## src/rtl/laser_rate_monitor.sv

```systemverilog
// Laser rate monitor: moving average, min/max, window alarm, stale detection and host handshake.
// Optional min/max tracking is built when LASER_RATE_MINMAX_EN is defined; otherwise MinRate/MaxRate are 0.
module laser_rate_monitor #(
    parameter int unsigned AVG_LOG2       = 3,
    parameter int unsigned TIMEOUT_CYCLES = 75000000,
    parameter int unsigned ALARM_COUNT    = 2
) (
    input  logic        Clk,
    input  logic        Reset,
    input  logic        RateStrobe,
    input  logic [31:0] RateIn,
    input  logic [31:0] LowLimit,
    input  logic [31:0] HighLimit,
    input  logic        ClearStats,
    output logic [31:0] AvgRate,
    output logic        AvgValid,
    output logic [31:0] MinRate,
    output logic [31:0] MaxRate,
    output logic        Alarm,
    output logic        Stale,
    output logic        OutValid,
    input  logic        OutReady,
    output logic [31:0] OutData,
    output logic        OutOverrun
);

    localparam int unsigned         DEPTH     = 1 << AVG_LOG2;
    localparam int unsigned         SUM_W     = 32 + AVG_LOG2;
    localparam logic [AVG_LOG2:0]   FILL_FULL = (AVG_LOG2 + 1)'(DEPTH);
    localparam logic [AVG_LOG2:0]   FILL_ONE  = (AVG_LOG2 + 1)'(1);
    localparam logic [AVG_LOG2-1:0] PTR_ONE   = AVG_LOG2'(1);
    localparam logic [31:0]         TO_LAST   = 32'(TIMEOUT_CYCLES - 1);
    localparam logic [3:0]          ALARM_THR = 4'(ALARM_COUNT);

    typedef enum logic {FILL, RUN} state_t;

    state_t              r_state, w_state_next;
    logic [31:0]         r_buf [DEPTH];
    logic [AVG_LOG2-1:0] r_ptr;
    logic [AVG_LOG2:0]   r_fill, w_fill_next;
    logic [SUM_W-1:0]    r_sum, w_sum_next, w_sum_add;
    logic [31:0]         r_avg, w_avg_next;
    logic                r_avg_valid, w_avg_valid_next;
    logic [31:0]         r_timeout;
    logic                w_timeout_hit;
    logic                r_stale;
    logic [3:0]          r_alarm_cnt, w_alarm_cnt_inc;
    logic                r_alarm;
    logic                w_in_window;
    logic                w_load;
    logic                r_out_valid;
    logic [31:0]         r_out_data;
    logic                r_overrun;

    assign w_sum_add       = r_sum + SUM_W'(RateIn);
    assign w_timeout_hit   = !RateStrobe && (r_timeout == TO_LAST);
    assign w_in_window     = (RateIn >= LowLimit) && (RateIn <= HighLimit);
    assign w_alarm_cnt_inc = (r_alarm_cnt == 4'hF) ? r_alarm_cnt : r_alarm_cnt + 4'd1;
    assign w_load          = RateStrobe && w_avg_valid_next;

    always_comb begin
        w_state_next     = r_state;
        w_sum_next       = r_sum;
        w_fill_next      = r_fill;
        w_avg_next       = r_avg;
        w_avg_valid_next = r_avg_valid;
        if (RateStrobe) begin
            unique case (r_state)
                FILL: begin
                    // The oldest entry is not subtracted while filling; its content is stale.
                    w_sum_next  = w_sum_add;
                    w_fill_next = r_fill + FILL_ONE;
                    if (w_fill_next == FILL_FULL) begin
                        w_state_next     = RUN;
                        w_avg_valid_next = 1'b1;
                        w_avg_next       = w_sum_next[AVG_LOG2 +: 32];
                    end
                end
                RUN: begin
                    w_sum_next = w_sum_add - SUM_W'(r_buf[r_ptr]);
                    w_avg_next = w_sum_next[AVG_LOG2 +: 32];
                end
            endcase
        end else if (w_timeout_hit) begin
            w_state_next     = FILL;
            w_sum_next       = '0;
            w_fill_next      = '0;
            w_avg_valid_next = 1'b0;
        end
    end

    always_ff @(posedge Clk) begin
        if (RateStrobe && !Reset) begin
            r_buf[r_ptr] <= RateIn;
        end
    end

    always_ff @(posedge Clk) begin
        if (Reset) begin
            r_state     <= FILL;
            r_ptr       <= '0;
            r_fill      <= '0;
            r_sum       <= '0;
            r_avg       <= '0;
            r_avg_valid <= 1'b0;
            r_timeout   <= '0;
            r_stale     <= 1'b0;
            r_alarm_cnt <= '0;
            r_alarm     <= 1'b0;
            r_out_valid <= 1'b0;
            r_out_data  <= '0;
            r_overrun   <= 1'b0;
        end else begin
            r_state     <= w_state_next;
            r_fill      <= w_fill_next;
            r_sum       <= w_sum_next;
            r_avg       <= w_avg_next;
            r_avg_valid <= w_avg_valid_next;

            if (RateStrobe) begin
                r_ptr     <= r_ptr + PTR_ONE;
                r_timeout <= '0;
                r_stale   <= 1'b0;
                if (w_in_window) begin
                    r_alarm_cnt <= '0;
                    r_alarm     <= 1'b0;
                end else begin
                    r_alarm_cnt <= w_alarm_cnt_inc;
                    if (w_alarm_cnt_inc >= ALARM_THR) begin
                        r_alarm <= 1'b1;
                    end
                end
            end else if (r_timeout != TO_LAST) begin
                r_timeout <= r_timeout + 32'd1;
            end

            if (w_timeout_hit) begin
                r_stale <= 1'b1;
            end

            // Clear first so a simultaneous overrun event still leaves the flag set.
            if (ClearStats) begin
                r_overrun <= 1'b0;
            end
            if (w_load) begin
                r_out_data  <= w_avg_next;
                r_out_valid <= 1'b1;
                if (r_out_valid && !OutReady) begin
                    r_overrun <= 1'b1;
                end
            end else if (r_out_valid && OutReady) begin
                r_out_valid <= 1'b0;
            end
        end
    end

`ifdef LASER_RATE_MINMAX_EN
    logic [31:0] r_min, r_max;

    always_ff @(posedge Clk) begin
        if (Reset) begin
            r_min <= '1;
            r_max <= '0;
        end else if (ClearStats) begin
            r_min <= RateStrobe ? RateIn : '1;
            r_max <= RateStrobe ? RateIn : '0;
        end else if (RateStrobe) begin
            if (RateIn < r_min) r_min <= RateIn;
            if (RateIn > r_max) r_max <= RateIn;
        end
    end

    assign MinRate = r_min;
    assign MaxRate = r_max;
`else
    assign MinRate = '0;
    assign MaxRate = '0;
`endif

    assign AvgRate    = r_avg;
    assign AvgValid   = r_avg_valid;
    assign Alarm      = r_alarm;
    assign Stale      = r_stale;
    assign OutValid   = r_out_valid;
    assign OutData    = r_out_data;
    assign OutOverrun = r_overrun;

endmodule

```

## config.mk

```make
export PLATFORM = sky130hd
export DESIGN_NAME = laser_rate_monitor
export DESIGN_NICKNAME = d
export VERILOG_FILES = /design/src/rtl/laser_rate_monitor.sv
export SDC_FILE = /design/constraint.sdc
export NUM_CORES = 1
export LEC_CHECK = 0
export ABC_AREA = 0
export CORE_UTILIZATION = 57
export DETAILED_ROUTE_END_ITERATION = 16
export PLACE_DENSITY_LB_ADDON = 0.2
export SYNTH_ARGS = -nofsm -noshare
export SYNTH_HDL_FRONTEND = slang
export SYNTH_SLANG_ARGS = --single-unit
```

## constraint.sdc

```tcl
create_clock -name Clk -period 6.43 [get_ports Clk]
set_input_delay 1.286 -clock Clk [delete_from_list [all_inputs] [get_ports Clk]]
set_output_delay 1.286 -clock Clk [all_outputs]
set_load 0.005 [all_outputs]
```

==> flow_metrics.env, run 1 <==
export IMPL_place_gp_congestion=0.965
export IMPL_die_area_mm2=0.0389
export IMPL_setup_viol=0
export IMPL_slew_headroom=0.239
export IMPL_num_vias=16514
export IMPL_path_cells="clkdlybuf4s50_1 > ha_1 > a211oi_1 > o211ai_1 > a31oi_1 > a21boi_0 > o21bai_1 > a21o_1 > a21oi_1 > a21oi_1 > xnor2_1 > ha_1 > buf_4 > and3_1 > nand2b_1 > nor2_1 > nand2_1 > a21oi_1 > o21ai_0 > o2111ai_2 > nand2_1 > nand2_1 > a2111oi_0"
export IMPL_rows=71
export IMPL_wl_mm=57.8
export IMPL_fin_area_mm2=0.0260
export IMPL_synthFlopType="edfxtp_1"
export IMPL_cts_repair_resized=0
export IMPL_grt_pass1_wl_mm=89.1
export IMPL_ys_ff_latch=407
export IMPL_grt_pass1_vias=15927
export IMPL_antenna_left=0
export IMPL_grt_max_degree=64
export IMPL_post_cts_buffers=0
export IMPL_coreArea_mm2=0.0376
export IMPL_worst_slack_ns=0.298
export IMPL_ctsHoldBuffers=0
export IMPL_hpwl_mm=41.1
export IMPL_antenna_found_initial=0
export IMPL_areaGrowthSynthToFinish_pct=19.5
export IMPL_rsz0062_at_grt="no"
export IMPL_synth_cell_area_mm2=0.0217
export IMPL_nets=2442
export IMPL_place_area_mm2=0.0247
export IMPL_crit_path_end_kind="register"
export IMPL_worstPathArrival_ns=6.55
export IMPL_tritoncts="yes"
export IMPL_synth_seq_area_share=0.492
export IMPL_period_share=0.954
export IMPL_grt_overflow=0
export IMPL_hold_viol=0
export IMPL_die_width_um=197
export IMPL_start_kind="input port"
export IMPL_synth_most_common_cell="edfxtp_1"
export IMPL_drc=2
export IMPL_holdCritPathClass="register to register"
export IMPL_die_y_um=197
export IMPL_start_util=0.579
export IMPL_synth_top_cells_by_area="edfxtp_1 (35%), dfxtp_1 (14%), ha_1 (7.6%)"
export IMPL_via_per_inst=6.01
export IMPL_critical_path_required_ns=6.84
export IMPL_insertion_delay_ns=0.56
export IMPL_critPathMaxStageDelay_ns=0.61
export IMPL_yosys_top_cells_count="edfxtp_1 (256), dfxtp_1 (151), nor2_1 (149)"
export IMPL_clk_pin_slew_ns=0.06
export IMPL_max_clock_freq_mhz=163
export IMPL_syn_mean_instance_area_um2=11.3
export IMPL_cts_made_buffers=41
export IMPL_io_buffers=169
export IMPL_htreeDepth=2
export IMPL_synth_edf_count=256
export IMPL_syn_inst=1931
export IMPL_min_period_ns=6.13
export IMPL_drive_gt1_frac=0.143
export IMPL_clockRootBuffer="clkbuf_16"
export IMPL_final_core_utilization=0.692
export IMPL_diodes=0
export IMPL_yosysWarnings=0
export IMPL_failed_checks="DRC"
export IMPL_clockBufferDepth=3
export IMPL_finalMaxSlewViolations=0
export IMPL_first_iter_violations=1355
export IMPL_dp_slack_ns=-0.266
export IMPL_dr_pass1_iters=12
export IMPL_power_density_mw_per_mm2=299
export IMPL_status="finished, violations left"
export IMPL_drv_cap=0
export IMPL_finalPower_mw=7.77
export IMPL_synth_area_leader_cell="edfxtp_1"
export IMPL_num_io_pins=234
export IMPL_grt_use_total=0.299
export IMPL_skew_ns=0.0153
export IMPL_p_leak_nw=9.86
export IMPL_wl_per_cell_um=21.0
export IMPL_netlist_area_leader_share=0.353
export IMPL_criticalPathCategory="input port to register"
export IMPL_worst_slew_pin_slew_ns=1.13
export IMPL_crit_path_top_delay_cell="clkdlybuf4s50_1"
export IMPL_tritoncts_num_sinks=407
export IMPL_ir_drop_mv=0.216
export IMPL_worstPathMaxFanout=7
export IMPL_yosysUniqueCellTypes=87
export IMPL_async_flop_share=0
[worst paths after layout]
kind | slack, ns | depth (start not counted) | to | startpoint
worst max-delay path | 0.30 | 23 | AvgRate[30] | RateIn[16]
worst min-delay path | 0.45 | 2 | Stale | Stale
worst max register to register | 1.30 | 20 | r_sum[30] | r_sum[0]
worst min register to register | 0.45 | 2 | Stale | Stale
[kinds of logic after synthesis]
family	synth area share
compound gates	0.141
xor+xnor	0.0375
fa+ha+maj	0.0789
buf+inv	0.0525
flops	0.492
mux	0.0935
other cells	0.000172
simple gates	0.104
[metrics by stage]
stage / instances / setup TNS [ns] / hold WS [ns]
floorplan: 1994 / 0 / 0.420
global placement: 2675 / -0.408 / 0.442
detailed placement: 2675 / -3.18 / 0.446
CTS: 2746 / 0 / 0.455
global route: 2746 / 0 / 0.467
finish: 2746 / 0 / 0.450
[metal layers]
layer,wire (um),track usage
met1,25500,0.435
met2,26100,0.468
met3,4790,0.0398
met4,1400,0.0930
met5,0,0
[state kept, by name, indices dropped and copies added (netlist names), named ones only]
register and count:
r_ptr 3, Stale 1, r_sum 35, OutData 32, AvgValid 1, r_timeout 32, OutValid 1, r_alarm_cnt 4
r_state 1, Alarm 1, AvgRate 32, OutOverrun 1, r_buf 256, r_fill 4
[area by class of cell]
cell class,count,area [um^2]
fill,2853,11600
sequential,407,10700
multi-input combinational,1350,10200
timing repair buffer,315,2780
clock buffer,54,1130
tap,511,639
inverter,92,345
clock inverter,17,175
[where the power goes]
| group | switching [mW] | leakage (nW) | internal, mW |
|---|---|---|---|
| clock network | 0.997 | 0.640 | 1.33 |
| logic | 1.35 | 5.68 | 1.17 |
| registers | 0.0832 | 3.54 | 2.84 |
| total | 2.43 | 9.86 | 5.34 |
[critical path, delay by kind of cell]
family	cells	cell delay [ns]
adder cells (fa/ha/maj)	2	0.73
XOR/XNOR	1	0.25
AO/OA/AOI/OAI	12	2.93
AND/OR/NAND/NOR	6	0.59
buffers and inverters	2	0.76
[layout by cell type, fill, tap and decap left out, drive strengths merged, types with 38 or more instances in the layout]
cell type and instances:
inv 94, nand2 125, nand3 38, ha 132, clkdlybuf4s50 167, a211oi 38, mux4 64, edfxtp 256
xor2 44, dfxtp 151, conb 64, xnor2 47, clkbuf 54, o21ai 79, mux2i 52, nor2 149
a21o 59, a21oi 127, buf 148
No activity file was read; power rests on OpenSTA's default activity.
==> run 2: changes to the inputs <==
CORE_MARGIN = 4   (was unset)
SKIP_LAST_GASP = 1   (was unset)
==> run 2 against run 1 <==
Net effect:
- the run now ends clean
- core utilization grew 0.31 points
- combinational power rose by 2%
- hold slack gained 0.0072 ns
- largest cell class unchanged
- largest power group unchanged
==> flow_metrics.env, run 2 (synthesis gave the netlist of run 1 again) <==
export IMPL_status="complete, no violations"
export IMPL_share_comb_of_total_power=0.319
export IMPL_start_kind="input port"
export IMPL_min_period_ns=6.06
export IMPL_layout_common_cells="edfxtp_1 (256), clkdlybuf4s50_1 (167), buf_4 (152)"
export IMPL_finalSetupTns_ns=0
export IMPL_clk_pin_slew_ns=0.06
export IMPL_die_area_mm2=0.0413
export IMPL_p_seq_frac=0.363
export IMPL_antenna_found_initial=1
export IMPL_tritoncts_num_sinks=407
export IMPL_cts_repair_resized=0
export IMPL_num_vias=16418
export IMPL_cts_made_buffers=42
export IMPL_coreArea_mm2=0.0377
export IMPL_tritoncts="yes"
export IMPL_start_util=0.577
export IMPL_sw_frac_of_total=0.310
export IMPL_criticalPathCategory="input port to register"
export IMPL_grt_use_total=0.279
export IMPL_skew_ns=0.0217
export IMPL_slew_headroom=0.290
export IMPL_drc=0
export IMPL_p_leak_nw=9.95
export IMPL_die_y_um=203
export IMPL_regMostFlops="r_buf"
export IMPL_first_iter_violations=1449
export IMPL_clkPwrFrac=0.318
export IMPL_worstPathArrival_ns=6.48
export IMPL_hpwl_mm=41.8
export IMPL_critical_path_required_ns=6.85
export IMPL_areaGrowthSynthToFinish_pct=20.3
export IMPL_grt_overflow=0
export IMPL_dp_cells=2680
export IMPL_max_clock_freq_mhz=165
export IMPL_worst_slew_pin_slew_ns=1.06
export IMPL_p_sw_mw=2.49
export IMPL_insertion_delay_ns=0.56
export IMPL_antenna_left=0
export IMPL_worstPathMaxFanout=5
export IMPL_rows=71
export IMPL_htreeDepth=2
export IMPL_grt_pass1_vias=15871
export IMPL_fin_area_mm2=0.0262
export IMPL_final_cell_count_no_fill=2758
export IMPL_wl_mm=58.9
export IMPL_finalMaxSlewViolations=0
export IMPL_grt_max_degree=64
export IMPL_rsz0062_at_grt="no"
export IMPL_setup_viol=0
export IMPL_intPower_mw=5.56
export IMPL_wl_per_cell_um=21.4
export IMPL_nets=2448
export IMPL_period_share=0.942
export IMPL_diodes=0
export IMPL_die_width_um=203
export IMPL_num_io_pins=234
export IMPL_io_buffers=169
export IMPL_drv_cap=0
export IMPL_drive_gt1_frac=0.148
export IMPL_finalPower_mw=8.05
export IMPL_via_per_inst=5.95
export IMPL_crit_path_end_kind="register"
export IMPL_ir_drop_mv=0.201
export IMPL_largestRegisters="r_buf x256, r_sum x35"
export IMPL_grt_pass1_wl_mm=90.8
export IMPL_hold_viol=0
export IMPL_place_area_mm2=0.0247
export IMPL_dr_pass1_iters=5
export IMPL_post_cts_buffers=0
export IMPL_clockRootBuffer="clkbuf_16"
export IMPL_critPathMaxStageDelay_ns=0.47
export IMPL_holdCritPathClass="register to register"
export IMPL_path_cells="clkdlybuf4s50_1 > ha_1 > fa_1 > a211oi_2 > o21ai_0 > buf_4 > nor2_1 > o21ai_0 > a21o_1 > a21oi_1 > o21a_1 > xnor2_1 > ha_1 > a21oi_1 > nor2b_1 > a211o_1 > maj3_1 > o2111ai_2 > o2111ai_1 > nand2_1 > nand2_1 > a2111oi_0"
export IMPL_crit_path_top_delay_cell="clkdlybuf4s50_1"
export IMPL_largest_reg_flops=256
export IMPL_ctsHoldBuffers=0
export IMPL_mostFrequentLayoutCell="edfxtp_1"
export IMPL_power_density_mw_per_mm2=308
export IMPL_place_gp_congestion=0.928
export IMPL_clockBufferDepth=3
run 2: critical path, delay by kind of cell:
kind / cells / cell delay (ns)
AOI/OAI and AO/OA: 11 / 2.63
adders and majority gates: 4 / 1.41
and+or+nand+nor: 4 / 0.34
xor gates and xnor gates: 1 / 0.18
buffers and inverters: 2 / 0.62
run 2: layout make-up:
type / instances / area [um^2]
fillers: 2797 / 11500
flip-flops and latches: 407 / 10700
multi-input cells: 1350 / 10200
repair buffers: 320 / 2820
clock buffers: 50 / 1130
well taps: 511 / 639
inverters: 92 / 345
clock inverters: 28 / 323
run 2: per-stage QoR:
stage	setup slack [ns]	hold WS, ns	utilization
after floorplan	0.724	0.420	-
after global placement	-0.157	0.439	0.656
after detailed placement	-0.252	0.451	0.656
after CTS	0.281	0.459	0.694
after global routing	0.0143	0.475	0.695
final	0.371	0.457	0.695
run 2: routing by layer:
metal  vias to the layer above  GRT usage  part of all wire
li1                       7651          -                 -
met2                       762      0.432              0.45
met1                      7932      0.424              0.45
met3                        71     0.0347             0.080
met4                         2     0.0701             0.020
met5                         -          0           0.00022
run 2: power by group through the flow:
stage / Clock (mW) / Sequential, mW / Combinational, mW
after floorplan: 0 / 2.93 / 1.61
after global placement: 0 / 2.97 / 2.49
after detailed placement: 0 / 2.98 / 2.52
after CTS: 2.59 / 2.92 / 2.53
after global routing: 2.71 / 2.93 / 2.82
final: 2.56 / 2.92 / 2.57
run 2: final timing paths:
check / start / end / slack, ns / depth (start not counted)
max: RateIn[0] / AvgRate[30] / 0.37 / 22
min reg2reg: OutData[5] / OutData[5] / 0.46 / 2
min: OutData[5] / OutData[5] / 0.46 / 2
max reg2reg: r_sum[0] / AvgRate[30] / 1.32 / 21
